### src/rtl/arb_mux_rr.sv
// Purpose: N-way valid/ready channel arbiter (fixed priority, round-robin or external select) feeding one registered output stage.
// Latency: one cycle from input handshake to out_valid; sustains one word per cycle.
// Backpressure: out_ready low with a full stage holds the stage and drops every in_ready; the stage refills in the cycle it drains.
module arb_mux_rr #(
    parameter int WIDTH  = 32,
    parameter int NUM_IN = 4,
    parameter int MODE   = 1,
    parameter int SELW   = $clog2(NUM_IN)
) (
    input  logic                    clk,
    input  logic                    reset,
    input  logic [NUM_IN*WIDTH-1:0] in_data,
    input  logic [NUM_IN-1:0]       in_valid,
    output logic [NUM_IN-1:0]       in_ready,
    input  logic [SELW-1:0]         sel_in,
    output logic [WIDTH-1:0]        out_data,
    output logic                    out_valid,
    input  logic                    out_ready,
    output logic [SELW-1:0]         out_sel
);

    // Selection policies.
    localparam int MODE_FIXED = 0;
    localparam int MODE_RR    = 1;
    localparam int MODE_EXT   = 2;

    // Highest legal channel index; the round-robin pointer wraps here, not at 2^SELW.
    localparam logic [SELW-1:0] LAST_IDX = SELW'(NUM_IN - 1);

    // Output stage can take a word when empty or being drained this cycle.
    logic                  load_en;

    // Lowest requesting channel overall, and lowest at or above the rr pointer.
    logic                  lo_found;
    logic [SELW-1:0]       lo_idx;
    logic                  hi_found;
    logic [SELW-1:0]       hi_idx;

    // External select decode; only matches a legal, requesting channel.
    logic                  ext_found;

    // Final grant for the active policy.
    logic                  grant_vld;
    logic [SELW-1:0]       grant_idx;
    logic [WIDTH-1:0]      grant_data;

    // A channel is consumed this cycle.
    logic                  xfer;

    // Round-robin pointer: channel with highest priority on the next search.
    logic [SELW-1:0]       rr_ptr;
    logic [SELW-1:0]       rr_next;

    assign load_en = !out_valid || out_ready;
    assign xfer    = load_en && grant_vld && !reset;

    // Priority scan: iterate downward so the lowest qualifying index is written last.
    always_comb begin
        lo_found = 1'b0;
        lo_idx   = '0;
        hi_found = 1'b0;
        hi_idx   = '0;
        for (int i = NUM_IN - 1; i >= 0; i--) begin
            if (in_valid[i]) begin
                lo_found = 1'b1;
                lo_idx   = SELW'(i);
                if (SELW'(i) >= rr_ptr) begin
                    hi_found = 1'b1;
                    hi_idx   = SELW'(i);
                end
            end
        end
    end

    // External select: out-of-range sel_in matches no channel, so it never grants.
    always_comb begin
        ext_found = 1'b0;
        for (int i = 0; i < NUM_IN; i++) begin
            if (sel_in == SELW'(i)) begin
                ext_found = in_valid[i];
            end
        end
    end

    // Policy select. Round-robin takes the first requester at/after the pointer,
    // falling back to the lowest requester overall, which is the wrapped search.
    always_comb begin
        grant_vld = 1'b0;
        grant_idx = '0;
        case (MODE)
            MODE_RR: begin
                grant_vld = lo_found;
                grant_idx = hi_found ? hi_idx : lo_idx;
            end
            MODE_EXT: begin
                grant_vld = ext_found;
                grant_idx = ext_found ? sel_in : '0;
            end
            default: begin
                grant_vld = lo_found;
                grant_idx = lo_idx;
            end
        endcase
    end

    // Data mux over legal channels only; constant slices keep every select in range.
    always_comb begin
        grant_data = '0;
        for (int i = 0; i < NUM_IN; i++) begin
            if (grant_idx == SELW'(i)) begin
                grant_data = in_data[i*WIDTH +: WIDTH];
            end
        end
    end

    // One-hot ready to the granted channel; all low under reset or backpressure.
    always_comb begin
        in_ready = '0;
        for (int i = 0; i < NUM_IN; i++) begin
            if (xfer && grant_idx == SELW'(i)) begin
                in_ready[i] = 1'b1;
            end
        end
    end

    assign rr_next = (grant_idx == LAST_IDX) ? '0 : grant_idx + SELW'(1);

    // Output stage: load on transfer, empty when loadable with no grant, else hold.
    always_ff @(posedge clk) begin
        if (reset) begin
            out_valid <= 1'b0;
            out_data  <= '0;
            out_sel   <= '0;
        end else if (load_en) begin
            out_valid <= xfer;
            if (xfer) begin
                out_data <= grant_data;
                out_sel  <= grant_idx;
            end
        end
    end

    // Pointer moves past the winner only on a real transfer, and only in round-robin.
    always_ff @(posedge clk) begin
        if (reset) begin
            rr_ptr <= '0;
        end else if (MODE == MODE_RR && xfer) begin
            rr_ptr <= rr_next;
        end
    end

endmodule

### config.mk
export PLATFORM = sky130hd
export DESIGN_NAME = arb_mux_rr
export DESIGN_NICKNAME = d
export VERILOG_FILES = /design/src/rtl/arb_mux_rr.sv
export SDC_FILE = /design/constraint.sdc
export NUM_CORES = 1
export LEC_CHECK = 0
export ABC_AREA = 1
export BUFFER_PORTS_ARGS = -buffer_cell sky130_fd_sc_hd__buf_4
export CAP_MARGIN = 10
export CORE_UTILIZATION = 30
export CTS_CLUSTER_SIZE = 24
export DETAILED_ROUTE_END_ITERATION = 16
export PLACE_DENSITY = 0.72
export RECOVER_POWER = 50
export SYNTH_ARGS = -nofsm -noshare
export SYNTH_HDL_FRONTEND = slang
export SYNTH_SLANG_ARGS = --single-unit
### constraint.sdc
create_clock -name clk -period 2.3 [get_ports clk]
set_input_delay 0.115 -clock clk [delete_from_list [all_inputs] [get_ports clk]]
set_output_delay 0.115 -clock clk [all_outputs]
set_load 0.01 [all_outputs]
; ---- After elaboration in Yosys (flattened, before gate mapping)
; Index checks and enable logic that the tools add are counted.
[totals]
elab_cells = 57
out_inout_bits = 39
ff_bits = 37
[op_classes]
n_eq_ne = 3
n_reduce_logical = 11
n_mux = 34
n_addsub = 1
magnitude_cmp = 4
[op_table]
columns = operator, count
row1 = $mux 32, 4
row2 = $mux 2, 14
row3 = $mux 1, 16
row4 = $logic_and 1x1->1, 6
row5 = $eq 2x2->1 const B, 2
row6 = $ge 1x2->1 const A, 2
row7 = $ge 2x2->1 const A, 2
row8 = $add 2x1->2 const B, 1
row9 = $eq 2x1->1 const B, 1
row10 = $logic_not 1->1, 2
row11 = $logic_not 2->1, 1
row12 = $reduce_and 2->1, 1
row13 = $logic_or 1x1->1, 1

; ---- Depth between registers and ports, before layout
[logic_depth]
word_depth = 15
depth_mapped = 17
ltp_nobuf = 15

; ---- Least setup slack after synthesis
; No wires, ideal clock.
[synth_path]
path_type = reg-to-reg
startpoint = reg rr_ptr[1]
endpoint = reg out_data[18]
stages_incl_launch_ff = 15
required_ns = 2.180
arrival_time_ns = 1.744
slack_ns = 0.437
n_path_buf = 2
cell_sequence = dfxtp_1 nand2_1 a21oi_1 nand3_1 nand2_1 inv_1 ha_1 buf_6 buf_2 a21oi_1 nand2_1 o21ai_1 nand2_1 o211ai_1 nand2_1
[synth_between]
elab_chain_len = 15
elab_cells_between_ends = 29
cone_classes = 4 x order compare / 3 x eq/ne / 21 x mux / 1 x reduce/logical
[synth_rtl]
columns = element, line
row1 = "start, declared", 51  ; logic [SELW-1:0] rr_ptr;
row2 = "start signal, assigned", 148  ; rr_ptr <= rr_next;
row3 = $ge 2x2->1, 67  ; if (SELW'(i) >= rr_ptr) begin
row4 = $mux 2 or $mux 1 (tied branches), 67
row5 = $mux 2 or $mux 1 (tied branches), 64  ; if (in_valid[i]) begin
row6 = $mux 2 or $mux 1 (tied branches), 67
row7 = $mux 2 or $mux 1 (tied branches), 64
row8 = $mux 2 or $mux 1 (tied branches), 67
row9 = $mux 2 or $mux 1 (tied branches), 64
row10 = $mux 2 or $mux 1 (tied branches), 67
row11 = $mux 2 or $mux 1 (tied branches), 64
row12 = $mux 2 *, 93  ; grant_idx = hi_found ? hi_idx : lo_idx;
row13 = via grant_idx[0], 44  ; logic [SELW-1:0] grant_idx;
row14 = $logic_not 2->1, 110  ; if (grant_idx == SELW'(i)) begin
row15 = $mux 32 (3 in series), 110
row16 = $mux 32 *, 110
row17 = "end signal, assigned", 137  ; out_data <= grant_data;
row18 = "end, declared", 16  ; output logic [WIDTH-1:0] out_data,
; Mark *: on every way through the listed nets, which the timed path passes. The rest lies on a longest branch.
; A chain may end at the register's enable or synchronous reset.

; ---- Worst setup path in the final report
[layout_path]
startpoint = reg rr_ptr[1]
endpoint = out in_ready[2]
[layout_between]
elab_chain_len = 13
elab_cells_between_ends = 24
cone_classes = 4 x order compare / 1 x eq/ne / 18 x mux / 1 x reduce/logical
[layout_rtl]
columns = element, line
row1 = $ge 2x2->1, 67
row2 = $mux 2 or $mux 1 (tied branches), 67
row3 = $mux 2 or $mux 1 (tied branches), 64
row4 = $mux 2 or $mux 1 (tied branches), 67
row5 = $mux 2 or $mux 1 (tied branches), 64
row6 = $mux 2 or $mux 1 (tied branches), 67
row7 = $mux 2 or $mux 1 (tied branches), 64
row8 = $mux 2 or $mux 1 (tied branches), 67
row9 = $mux 2 or $mux 1 (tied branches), 64
row10 = $mux 2 *, 93
row11 = via grant_idx[1], 44
row12 = $eq 2x2->1 *, 120  ; if (xfer && grant_idx == SELW'(i)) begin
row13 = $logic_and 1x1->1 *, 120
row14 = $mux 1 *, 120
row15 = "end, declared", 14  ; output logic [NUM_IN-1:0] in_ready,
; Marks and branches as above.

==> flow_metrics.py <==
metrics = {
    "layout": {
        "utilization": 0.474,
        "fin_nets": 679,
        "multi_input_area_sq_um": 1590,
        "layoutNonFillerInstCount": 644,
        "seq_area_sq_um": 741,
        "drive_above_1_share": 0.360,
        "diodes": 0,
        "fillers": 870,
        "syn2layout_area_growth_pct": 51.4,
    },
    "die": {
        "ios": 176,
        "fp-row-count": 33,
        "chipHeight_microns": 95.1,
        "die_area_sq_um": 9050,
        "coreArea_sq_um": 8300,
        "initial_core_util": 0.313,
        "dieWidth_microns": 95.1,
    },
    "routing": {
        "wl_met3_microns": 555,
        "wl_per_cell_microns": 14.5,
        "drt_iter0_drc": 168,
        "wl_met1_microns": 4050,
        "vias": 3166,
        "drt-pass1-iter-count": 4,
        "drt-total-wl_microns": 9370,
        "drc": 0,
        "routed.top_layer": "met4",
        "vias_per_cell": 4.92,
        "antenna_left": 0,
        "routed-wl-met2_microns": 4710,
    },
    "timing": {
        "slew_headroom": 0.497,
        "clock.fmax_mhz": 464,
        "tightest_slew_ns": 0.755,
        "setup_violations": 0,
        "hold_violations": 0,
        "setup_slack_ns": 0.143,
        "period_share": 0.938,
        "rsz0062_at_grt": "true",
        "finClkSkew_ns": 0.0115,
        "fin_crit_ns": 2.16,
        "drv_slew": 0,
        "finalHoldWorstSlack_ns": 0.0458,
    },
    "pwr": {
        "power.density_nw_per_um2": 686,
        "total_power_uw": 2700,
        "ir_drop_mv": 0.286,
        "leakage_uw": 0.00205,
    },
    "setup_path": {
        "worstSetupStartpointType": "flip-flop",
        "critical_path_depth": 9,
        "critical_path_class": "flip-flop to output pin",
        "crit_chain": "nand2_1 -> a21oi_1 -> o31ai_1 -> nand2_1 -> inv_1 -> ha_1 -> inv_4 -> nor2_1 -> buf_4",
        "cpMaxStageDelayCell": "dfxtp_1",
        "reg2regPathDepth": 13,
        "cpLargestDelayFamily": "buffers and inverters",
        "end_kind": "output pin",
        "cp.required_ns": 2.18,
        "cpPeakStageDelay_ns": 0.38,
        "cp.arrival_ns": 2.04,
        "cp_common_cell": "nand2_1",
        "critPathMaxFanout": 33,
        "cp_num_buf_inv": 3,
    },
    "clocking": {
        "cts_tree": "done",
        "cts_buffers": 5,
        "clkSlewWorstSetupHoldPaths_ns": 0.08,
        "clock_sinks": 37,
        "cts_root_buf": "clkbuf_8",
        "clock_latency_ns": 0.29,
        "clockBufferDepth": 2,
        "htree_num_levels": 2,
    },
    "grt": {
        "antenna_found_initial": 0,
        "overflow": 0,
        "grt_max_degree": 39,
        "track_usage": 0.196,
        "grt_pass1_vias": 2968,
        "grt_pass1_wl_microns": 13900,
    },
    "synthesis": {
        "synth_top_area_cell": "dfxtp_1",
        "yosysMostFrequentCell": "nand2_1",
        "avgSynthCellArea_sq_um": 6.94,
        "syn_area_sq_um": 2600,
        "synthFlopType": "dfxtp_1",
        "synth_compound_area_frac": 0.290,
        "synth_top_area_share": 0.285,
        "synthMuxAreaShare": 0,
        "synth-edff-count": 0,
        "synth_top_family_by_area": "simple AND/OR/NAND/NOR gates",
        "synthXorXnorAreaFrac": 0,
        "netlist_top_cells_count": "nand2_1 (141), a21oi_1 (41), dfxtp_1 (37)",
        "ys_ff_latch": 37,
        "yosysWarnings": 0,
        "async_reset_ff_frac": 0,
        "synth_cells": 375,
        "synthDistinctLibCells": 25,
        "synthAdderAreaFrac": 0.0192,
        "yosysSeqAreaShare": 0.285,
        "ys_top_cells_by_area": "dfxtp_1 (28%), nand2_1 (20%), o211ai_2 (13%)",
        "synth-simple-area-share": 0.299,
        "synth_nets": 516,
    },
    "placement": {
        "dp_cells": 632,
        "dp_hpwl_microns": 6650,
        "gp_congestion": 0.811,
        "place_ws_ns": 0.0636,
        "portBuffers": 173,
    },
    "hold_path": {
        "hp-class": "primary input to flip-flop",
        "min_path_cells": 3,
    },
    "status": {
        "outcome": "finished, final reports clean",
    },
    "flow_run": {
        "drv_cap": 0,
    },
}
==> placed cells by master (no fill, tap or decap), types with 8 or more instances in the layout <==
master	instances
dfxtp_1	37
a21oi_1	41
o211ai_2	28
o21ai_1	29
nand2_1	140
clkbuf_1	35
nor2_1	8
inv_1	9
buf_4	143
nand3_1	34
==> sequential cells by signal, summed over array words and instances (netlist names) <==
| signal | flops |
|---|---|
| out_valid | 1 |
| out_data | 32 |
| rr_ptr | 2 |
| out_sel | 2 |
==> stage by stage <==
stage / TNS (ns) / area, sq um
floorplan: 0 / 2600
global placement: 0 / 3920
detailed placement: 0 / 3920
CTS: 0 / 4030
global route: -0.0307 / 3940
finish: 0 / 3940
==> report_power, final <==
part	switching, uW	leakage [uW]	internal (uW)
registers	71.8	0.000307	774
clock network	238	0.0000512	243
logic	791	0.00169	585
==> final timing paths <==
check / start / end / slack (ns)
min reg2reg: out_data[0] / out_data[0] / 0.47
min: in_data[96] / out_data[0] / 0.05
max reg2reg: rr_ptr[1] / out_data[2] / 0.23
max: rr_ptr[1] / in_ready[2] / 0.14
==> tightest hold or removal path: stages <==
cell	delay, ns
buf_4	0.08
o211ai_2	0.06
nand2_1	0.05
==> timing repair <==
action / in CTS / in global routing
hold buffers: 1 / 0
resized for setup: 1 / 2
pin swaps: 0 / 1
hold endpoints to repair: 1 / 0
endpoints found under the setup margin: 1 / 31
buffers inserted: 0 / 2
cloned: 0 / 1
==> logic make-up after synthesis <==
kind of cell             count (synthesis)
buffers and inverters                   42
adder cells (fa/ha/maj)                  4
AND/OR/NAND/NOR                        186
AO/OA/AOI/OAI                          106
flip-flops                              37
==> routing by layer <==
metal,vias up,global-route usage
li1,1595,-
met2,116,0.354
met1,1447,0.241
met4,0,0.0429
met3,8,0.0343
met5,-,0
==> cell type report <==
class	instances	share of cell area
Inverter	13	0.0149
Tap cell	105	0.0334
Clock inverter	2	0.00350
Timing Repair Buffer	185	0.337
Multi-Input combinational cell	296	0.403
Clock buffer	6	0.0210
Sequential cell	37	0.188
Power figures use the tool's default switching activity.
